$ cat config.mk
export PLATFORM = sky130hd
export DESIGN_NAME = trb_in_demux
export DESIGN_NICKNAME = d
export VERILOG_FILES = /design/src/rtl/trb_in_demux.sv
export SDC_FILE = /design/constraint.sdc
export NUM_CORES = 1
export LEC_CHECK = 0
export CAP_MARGIN = 20
export CORE_ASPECT_RATIO = 1.2
export CORE_MARGIN = 10
export CORE_UTILIZATION = 46
export CTS_CLUSTER_SIZE = 12
export DETAILED_ROUTE_END_ITERATION = 10
export GPL_TIMING_DRIVEN = 0
export MAX_ROUTING_LAYER = met4
export PLACE_DENSITY = 0.82
export SYNTH_ARGS = -nofsm -noshare
export SYNTH_HDL_FRONTEND = slang
export SYNTH_SLANG_ARGS = --single-unit
$ cat constraint.sdc
create_clock -name clk -period 1.6 [get_ports clk]
set_input_delay 0.16 -clock clk [delete_from_list [all_inputs] [get_ports clk]]
set_output_delay 0.16 -clock clk [all_outputs]
set_load 0.005 [all_outputs]
$ cat src/rtl/trb_in_demux.sv
// -----------------------------------------------------------------------------
// trb_in_demux
//
// Ingress distributor for the turbo decoder array. A single upstream byte
// stream carrying fixed-length turbo frames is split into NUM_TURBO decoder
// input streams. Every frame goes whole to one decoder, and decoders are
// chosen round-robin. A decoder that is not ready when its turn comes is
// skipped. The output sop/eop markers are rebuilt from a beat counter, so
// every output frame is exactly FRAME_LEN beats long. The upstream sop/eop
// markers are only checked, and a mismatch raises an error pulse.
//
// Handshake: an upstream beat is accepted in any cycle where
// st_valid_in & st_ready_out is high. st_ready_out is combinational and
// mirrors st_ready_in of the selected decoder while a frame is in flight.
// The decoder ready inputs have a ready latency of 1. A beat accepted in
// cycle N is presented to the decoder in cycle N+1. st_valid_out is never
// raised without a matching accept in the previous cycle.
//
// Ports:
//   clk, rst_n    clock; synchronous active-low reset
//   st_data_in    upstream data (DATA_W)
//   st_valid_in   upstream valid
//   st_sop_in     upstream start of packet (checked only)
//   st_eop_in     upstream end of packet (checked only)
//   st_ready_out  upstream ready (combinational)
//   st_ready_in   per-decoder ready (NUM_TURBO)
//   st_data_out   per-decoder data; channel k at [k*DATA_W +: DATA_W]
//   st_valid_out  per-decoder valid
//   st_sop_out    per-decoder sop (beat 0 of the output frame)
//   st_eop_out    per-decoder eop (beat FRAME_LEN-1 of the output frame)
//   cur_chan      selected channel, zero-extended to 4 bits
//   err_sop       one-cycle pulse: st_sop_in disagreed with beat position
//   err_len       one-cycle pulse: st_eop_in disagreed with beat position
// -----------------------------------------------------------------------------
module trb_in_demux #(
    parameter int NUM_TURBO = 2,
    parameter int DATA_W    = 8,
    parameter int FRAME_LEN = 128
) (
    input  logic                          clk,
    input  logic                          rst_n,
    input  logic [DATA_W-1:0]             st_data_in,
    input  logic                          st_valid_in,
    input  logic                          st_sop_in,
    input  logic                          st_eop_in,
    output logic                          st_ready_out,
    input  logic [NUM_TURBO-1:0]          st_ready_in,
    output logic [NUM_TURBO*DATA_W-1:0]   st_data_out,
    output logic [NUM_TURBO-1:0]          st_valid_out,
    output logic [NUM_TURBO-1:0]          st_sop_out,
    output logic [NUM_TURBO-1:0]          st_eop_out,
    output logic [3:0]                    cur_chan,
    output logic                          err_sop,
    output logic                          err_len
);

    // -------------------------------------------------------------------------
    // Widths and constants
    // -------------------------------------------------------------------------
    localparam int CNT_W = (FRAME_LEN > 1) ? $clog2(FRAME_LEN) : 1;
    localparam int PTR_W = (NUM_TURBO > 1) ? $clog2(NUM_TURBO) : 1;

    localparam logic [CNT_W-1:0] CNT_LAST = CNT_W'(FRAME_LEN - 1);
    localparam logic [PTR_W-1:0] PTR_LAST = PTR_W'(NUM_TURBO - 1);

    // IDLE: look for the next decoder to take a frame. The search examines one
    //       channel per cycle, and upstream is held off while it runs.
    // XFER: a frame is streaming to decoder 'sel'.
    typedef enum logic {
        ST_IDLE = 1'b0,
        ST_XFER = 1'b1
    } state_t;

    state_t           state, state_nxt;
    logic [PTR_W-1:0] ptr,   ptr_nxt;     // next channel to examine
    logic [PTR_W-1:0] sel,   sel_nxt;     // channel owning the current frame
    logic [CNT_W-1:0] cnt,   cnt_nxt;     // accepted beats of current frame

    logic                 accept;
    logic                 cnt_first;
    logic                 cnt_last;
    logic [NUM_TURBO-1:0] chan_hit;       // one-hot: accepted beat goes here

    // Round-robin successor. For the non-power-of-two channel counts the
    // explicit wrap keeps the pointer inside 0..NUM_TURBO-1. With a single
    // channel the pointer stays at 0.
    function automatic logic [PTR_W-1:0] next_chan(input logic [PTR_W-1:0] c);
        return (c == PTR_LAST) ? '0 : c + PTR_W'(1);
    endfunction

    // -------------------------------------------------------------------------
    // Upstream handshake
    // -------------------------------------------------------------------------
    assign st_ready_out = (state == ST_XFER) & st_ready_in[sel];
    assign accept       = st_valid_in & st_ready_out;

    assign cnt_first    = (cnt == '0);
    assign cnt_last     = (cnt == CNT_LAST);

    assign cur_chan     = 4'(sel);

    always_comb begin
        chan_hit = '0;
        for (int k = 0; k < NUM_TURBO; k++) begin
            chan_hit[k] = accept & (sel == PTR_W'(k));
        end
    end

    // -------------------------------------------------------------------------
    // FSM: state register
    // -------------------------------------------------------------------------
    always_ff @(posedge clk) begin
        if (!rst_n) begin
            state <= ST_IDLE;
            ptr   <= '0;
            sel   <= '0;
            cnt   <= '0;
        end else begin
            state <= state_nxt;
            ptr   <= ptr_nxt;
            sel   <= sel_nxt;
            cnt   <= cnt_nxt;
        end
    end

    // -------------------------------------------------------------------------
    // FSM: next-state logic
    // -------------------------------------------------------------------------
    always_comb begin
        state_nxt = state;
        ptr_nxt   = ptr;
        sel_nxt   = sel;
        cnt_nxt   = cnt;

        case (state)
            ST_IDLE: begin
                if (st_ready_in[ptr]) begin
                    state_nxt = ST_XFER;
                    sel_nxt   = ptr;
                    cnt_nxt   = '0;
                end else begin
                    ptr_nxt   = next_chan(ptr);
                end
            end

            ST_XFER: begin
                // A bubble or a stalled decoder leaves the counter untouched.
                if (accept) begin
                    if (cnt_last) begin
                        // The frame is complete. The search for the next
                        // frame resumes after the decoder that was just
                        // served, so IDLE always takes at least one cycle.
                        state_nxt = ST_IDLE;
                        cnt_nxt   = '0;
                        ptr_nxt   = next_chan(sel);
                    end else begin
                        cnt_nxt   = cnt + CNT_W'(1);
                    end
                end
            end

            default: begin
                state_nxt = ST_IDLE;
            end
        endcase
    end

    // -------------------------------------------------------------------------
    // Output register: forwarded beat plus regenerated framing. The framing
    // checks are registered alongside, so an error pulse lines up with the
    // output beat that caused it.
    // -------------------------------------------------------------------------
    always_ff @(posedge clk) begin
        if (!rst_n) begin
            st_data_out  <= '0;
            st_valid_out <= '0;
            st_sop_out   <= '0;
            st_eop_out   <= '0;
            err_sop      <= 1'b0;
            err_len      <= 1'b0;
        end else begin
            st_valid_out <= chan_hit;
            st_sop_out   <= cnt_first ? chan_hit : '0;
            st_eop_out   <= cnt_last  ? chan_hit : '0;

            // Data of idle channels holds its last value.
            for (int k = 0; k < NUM_TURBO; k++) begin
                if (chan_hit[k]) begin
                    st_data_out[k*DATA_W +: DATA_W] <= st_data_in;
                end
            end

            // The checks look only at accepted beats. They never change what
            // is forwarded.
            err_sop <= accept & (st_sop_in != cnt_first);
            err_len <= accept & (st_eop_in != cnt_last);
        end
    end

endmodule

Word level (Yosys, flattened, before mapping)
Index checks and enable logic that the tools add are counted.

Flip-flop bits (word level): 34. Logic and storage cells: 55.

Add/sub/neg operators: 3. Order comparisons: 2. Equal/unequal tests: 7. Multiplexer cells: 18. Bitwise gates (word level): 8. Reductions and logical operators: 6.

Operator list (number): 7-bit 2-to-1 mux (3); 7-bit one-hot mux with 2 select lines (1); 1-bit 2-to-1 mux (12); 2-bit AND reduction (4); 7-bit by 1-bit adder with 7-bit output, second input constant (1); 7-bit == test, second input constant (1); 7-bit zero test (1); 1-bit bitwise AND (6); 1-bit by 2-bit < comparator with 1-bit output, second input constant (2); 2-bit by 1-bit != test with 1-bit output, second input constant (2); 2-bit != test, second input constant (2); 1-bit one-hot mux with 2 select lines (2); 3-bit AND reduction (1); 1-bit adder, second input constant (2); 1-bit != test (2); 1-bit inverter (2).

Longest topological paths before layout
Depth after elaboration: 6. Gate-level depth with buffers: 5. Gate-level depth less buffers: 5.

Least setup slack after synthesis
Ideal clock, no wire load.

Kind: register to register. Start: register cnt[1]. End: register cnt[0]. Setup time: 129 ps. Arrival time: 1259 ps. Required time: 1471 ps. Slack: 212 ps. Cell stages (with the launch flop): 6. Cell sequence: dfxtp_1 > ha_1 > nand3_1 > o21a_1 > o21ai_0 > nor2_1.

Longest elaborated chain between the ends: 4.

Ends and longest elaborated chain: start: declaration (line 77) `logic [CNT_W-1:0] cnt, cnt_nxt;`; start signal: assignment (line 122) `cnt <= cnt_nxt;`; 7-bit == test (line 98) `assign cnt_last = (cnt == CNT_LAST);`; 7-bit 2-to-1 mux (line 149) `if (cnt_last) begin`; 7-bit 2-to-1 mux (line 148) `if (accept) begin`; 7-bit one-hot mux with 2 select lines (line 135) `case (state)`.

Every way passes these cells. The select of a mux whose other input is x is not followed. A chain may end at the register's enable or synchronous reset.

Worst setup path in the final report
Start: register sel. End: register cnt[5].

Longest elaborated chain between the ends: 6.

Ends and longest elaborated chain: start: declaration (line 76) `logic [PTR_W-1:0] sel, sel_nxt;`; start signal: assignment (line 121) `sel <= sel_nxt;`; 1-bit 2-to-1 mux (implied by the code) (2 in a row) (line 94) `assign st_ready_out = (state == ST_XFER) & st_ready_in[sel];`; 1-bit bitwise AND (line 94); 1-bit bitwise AND (line 95) `assign accept = st_valid_in & st_ready_out;`; 2-bit by 1-bit != test with 1-bit output (no source line); 2-bit AND reduction (no source line).

Every way passes these cells. The select of a mux whose other input is x is not followed.

==> results.json <==
{
  "grt_pass1_vias": 1287,
  "synthArstFlopShare_pct": 0,
  "grtUsageTotal_pct": 12.3,
  "hpwl_um": 2620,
  "dr.pass1.iters": 4,
  "gp_congestion": 0.826,
  "critPathKind": "reg -> reg",
  "cp-start-kind": "flip-flop",
  "drt_iter0_drc": 41,
  "slowest_stage": "dfxtp_4",
  "worst_r2r_endpoint": "cnt[5]$_SDFFE_PN0P_",
  "min_period_over_period_pct": 93.6,
  "critPathCapture": "cnt[5]$_SDFFE_PN0P_",
  "grt.overflow.total": 0,
  "muxShareOfSynthArea_pct": 3.16,
  "ioPinCount": 44,
  "reg2reg_slack_ns": 0.10,
  "stdcell_area_mm2": 0.00201,
  "synth_edf_count": 0,
  "wl_per_cell_um": 13.4,
  "post-route-drc-count": 0,
  "grt_pass1_wl_um": 5800,
  "core_mm2": 0.00306,
  "slew_headroom_pct": 61.8,
  "fillerInstances": 264,
  "synth-compound-area-share_pct": 18.3,
  "finClkSkew_ns": 0.0100,
  "p_leak_nw": 0.731,
  "worst_pin_slew_ns": 0.569,
  "synth.avg_cell_area_um2": 8.56,
  "fp.dieW_um": 71.5,
  "status": "finished clean",
  "yosys.area_share.xor_xnor_pct": 2.39,
  "synth-seq-area-share_pct": 46.5,
  "ys.flop_type": "dfxtp_1",
  "period_minus_slack_ns": 1.50,
  "num_antenna_cells": 0,
  "postLayoutCoreUtil_pct": 65.8,
  "wl_um": 3450,
  "htree_levels": 2,
  "cts_buffers": 5,
  "endpoint_kind": "flip-flop",
  "path_clk_slew_ns": 0.11,
  "yosys.area_share.simple_pct": 22.1,
  "grt_start_max_net_pins": 12,
  "max_clock_freq_ghz": 0.668,
  "cts_tree": "yes",
  "synthesis.instances": 171,
  "reg2reg_depth": 5,
  "report.final.slew_viol_count": 0,
  "yosysUniqueCellTypes": 36,
  "dieHeight_um": 81.8,
  "synth_fa_ha_area_share_pct": 1.71,
  "synth_top_family_by_area": "simple AND/OR/NAND/NOR gates",
  "yosys_warnings": 0,
  "initial_core_util_pct": 47.9,
  "cts.sinks": 34,
  "rows": 22,
  "final_layout_size_suffix_gt1_share_pct": 13.5,
  "nets": 238,
  "insertion_delay_ns": 0.34,
  "path_cells": "buf_4 > mux2_2 > a22oi_4 > o221ai_1 > nor3_1",
  "finalSetupViolations": 0,
  "rsz0062_at_grt": "no",
  "via_count": 1298,
  "dpl-instance-area_mm2": 0.00192,
  "final_hold_viol_count": 0,
  "antenna_found_initial": 0,
  "ir_drop_uv": 713,
  "dieArea_mm2": 0.00585,
  "synth_area_mm2": 0.00146,
  "required_ns": 1.87,
  "crit_fanout": 8,
  "hold_path_class": "in -> reg",
  "detail-route-antenna-nets": 0,
  "drv_cap": 0,
  "area_growth_pct": 37.4,
  "clk_path_buf_depth": 2,
  "port_buffers": 40,
  "cp_slowest_stage_delay_ns": 0.38,
  "vias_per_cell": 5.03,
  "worstSetupStartpoint": "sel$_SDFFE_PN0P_",
  "root_buffer": "clkbuf_4",
  "p_per_area_mw_per_mm2": 806,
  "cp.arrival_ns": 1.77,
  "r2r-start": "sel$_SDFFE_PN0P_",
  "synth.ff_latch_count": 34
}
==> Yosys cell counts, types with 2 or more instances <==
master	number	share of area [%]
xor2_1	2	1.2
nor2_1	13	3.3
o21a_1	2	1.0
mux2i_1	2	1.4
buf_4	4	2.1
nand2_1	38	9.7
nor3_1	3	1.0
o22ai_1	2	0.85
nand3_1	6	2.1
o21ai_0	7	2.4
or3_1	3	1.3
buf_2	2	0.68
inv_1	4	1.0
and3_1	3	1.3
clkbuf_1	3	0.77
a21oi_1	6	2.1
ha_1	2	1.7
a21boi_0	17	8.7
xnor2_1	2	1.2
dfxtp_1	34	46
==> cell usage in the layout, fill, tap and decap left out, types with 2 or more instances in the layout <==
cell type,n
or3_1,3
ha_1,2
a21boi_0,17
buf_4,5
clkbuf_4,5
clkbuf_1,2
nand3_1,6
xnor2_1,2
dfxtp_1,31
o22ai_1,2
conb_1,3
nand2_1,38
xor2_1,2
inv_1,4
clkdlybuf4s50_1,39
and3_1,3
o21ai_0,6
nor2_1,13
o21a_1,2
buf_2,2
dfxtp_2,2
a21oi_1,6
nor3_1,3
clkbuf_2,2
==> critical path: cells and delay by family (launching register included) <==
| kind | cells | cell delay, ns |
|---|---|---|
| compound gates | 2 | 0.45 |
| buf+inv | 1 | 0.11 |
| flops | 1 | 0.38 |
| mux | 1 | 0.36 |
| simple gates | 1 | 0.13 |
==> layer usage <==
metal / GRT usage [%] / up-vias / share of wire, %
li1: - / 673 / -
met2: 20.5 / 39 / 48
met1: 13.0 / 580 / 43
met4: 3.88 / 0 / 1.0
met3: 5.31 / 6 / 8.0
met5: - / - / 0
==> final cells by class <==
class / instances / area, um^2 / share of cell area [%]
buffer: 10 / 67.6 / 3.36
clock buffer: 6 / 51.3 / 2.55
clock inverter: 2 / 12.5 / 0.622
inverter: 5 / 18.8 / 0.933
multi-input combinational: 124 / 726 / 36.1
sequential: 34 / 687 / 34.2
tap: 36 / 45.0 / 2.24
timing repair buffer: 41 / 403 / 20.0
==> where the power goes <==
group / internal, mW / switching (mW) / leakage (nW)
registers: 0.866 / 0.0179 / 0.277
clock network: 0.211 / 0.305 / 0.0343
logic: 0.115 / 0.105 / 0.420
==> logic make-up after synthesis <==
logic type      count (synthesis)
simple gates                   73
compound gates                 38
flops                          34
buf+inv                        15
xor+xnor                        4
mux                             4
fa+ha+maj                       2
other cells                     1
==> sequential cells by signal, indices dropped and copies added (netlist names) <==
| signal | cells |
|---|---|
| ptr | 1 |
| state | 1 |
| err_sop | 1 |
| st_valid_out | 2 |
| st_eop_out | 2 |
| st_data_out | 16 |
| st_sop_out | 2 |
| sel | 1 |
| cnt | 7 |
| err_len | 1 |
==> stage by stage <==
stage	power [mW]	TNS (ns)	hold slack, ns	setup WS (ns)	cells
detailed placement	1.12	-1.57	0.459	-0.187	249
floorplan	1.02	0	0.299	0.212	173
global route	1.69	0	0.404	0.0144	258
CTS	1.63	-0.0280	0.395	-0.0280	258
global placement	1.11	-1.05	0.450	-0.156	249
finish	1.62	0	0.396	0.102	258
==> timing repair <==
action | 4_1_cts | 5_1_grt
resized for setup | 5 | 9
pin swaps | 0 | 0
hold buffers | 0 | 0
buffers inserted | 1 | 0
setup endpoints to repair | 5 | 7
==> how the worst min path moves through the flow <==
| stage | startpoint | to | slack, ns | cells past startpoint |
|---|---|---|---|---|
| final | st_data_in[5] | st_data_out[13]$_SDFFE_PN0P_ | 0.40 | 3 |
| after global routing | st_data_in[0] | st_data_out[0]$_SDFFE_PN0P_ | 0.40 | 3 |
| after CTS | st_data_in[5] | st_data_out[13]$_SDFFE_PN0P_ | 0.40 | 3 |
| after detailed placement | st_data_out[5]$_SDFFE_PN0P_ | st_data_out[5]$_SDFFE_PN0P_ | 0.46 | 2 |
| after global placement | st_data_out[6]$_SDFFE_PN0P_ | st_data_out[6]$_SDFFE_PN0P_ | 0.45 | 2 |
| after floorplan | rst_n | cnt[5]$_SDFFE_PN0P_ | 0.30 | 2 |
(Power assumes the default switching activity.)
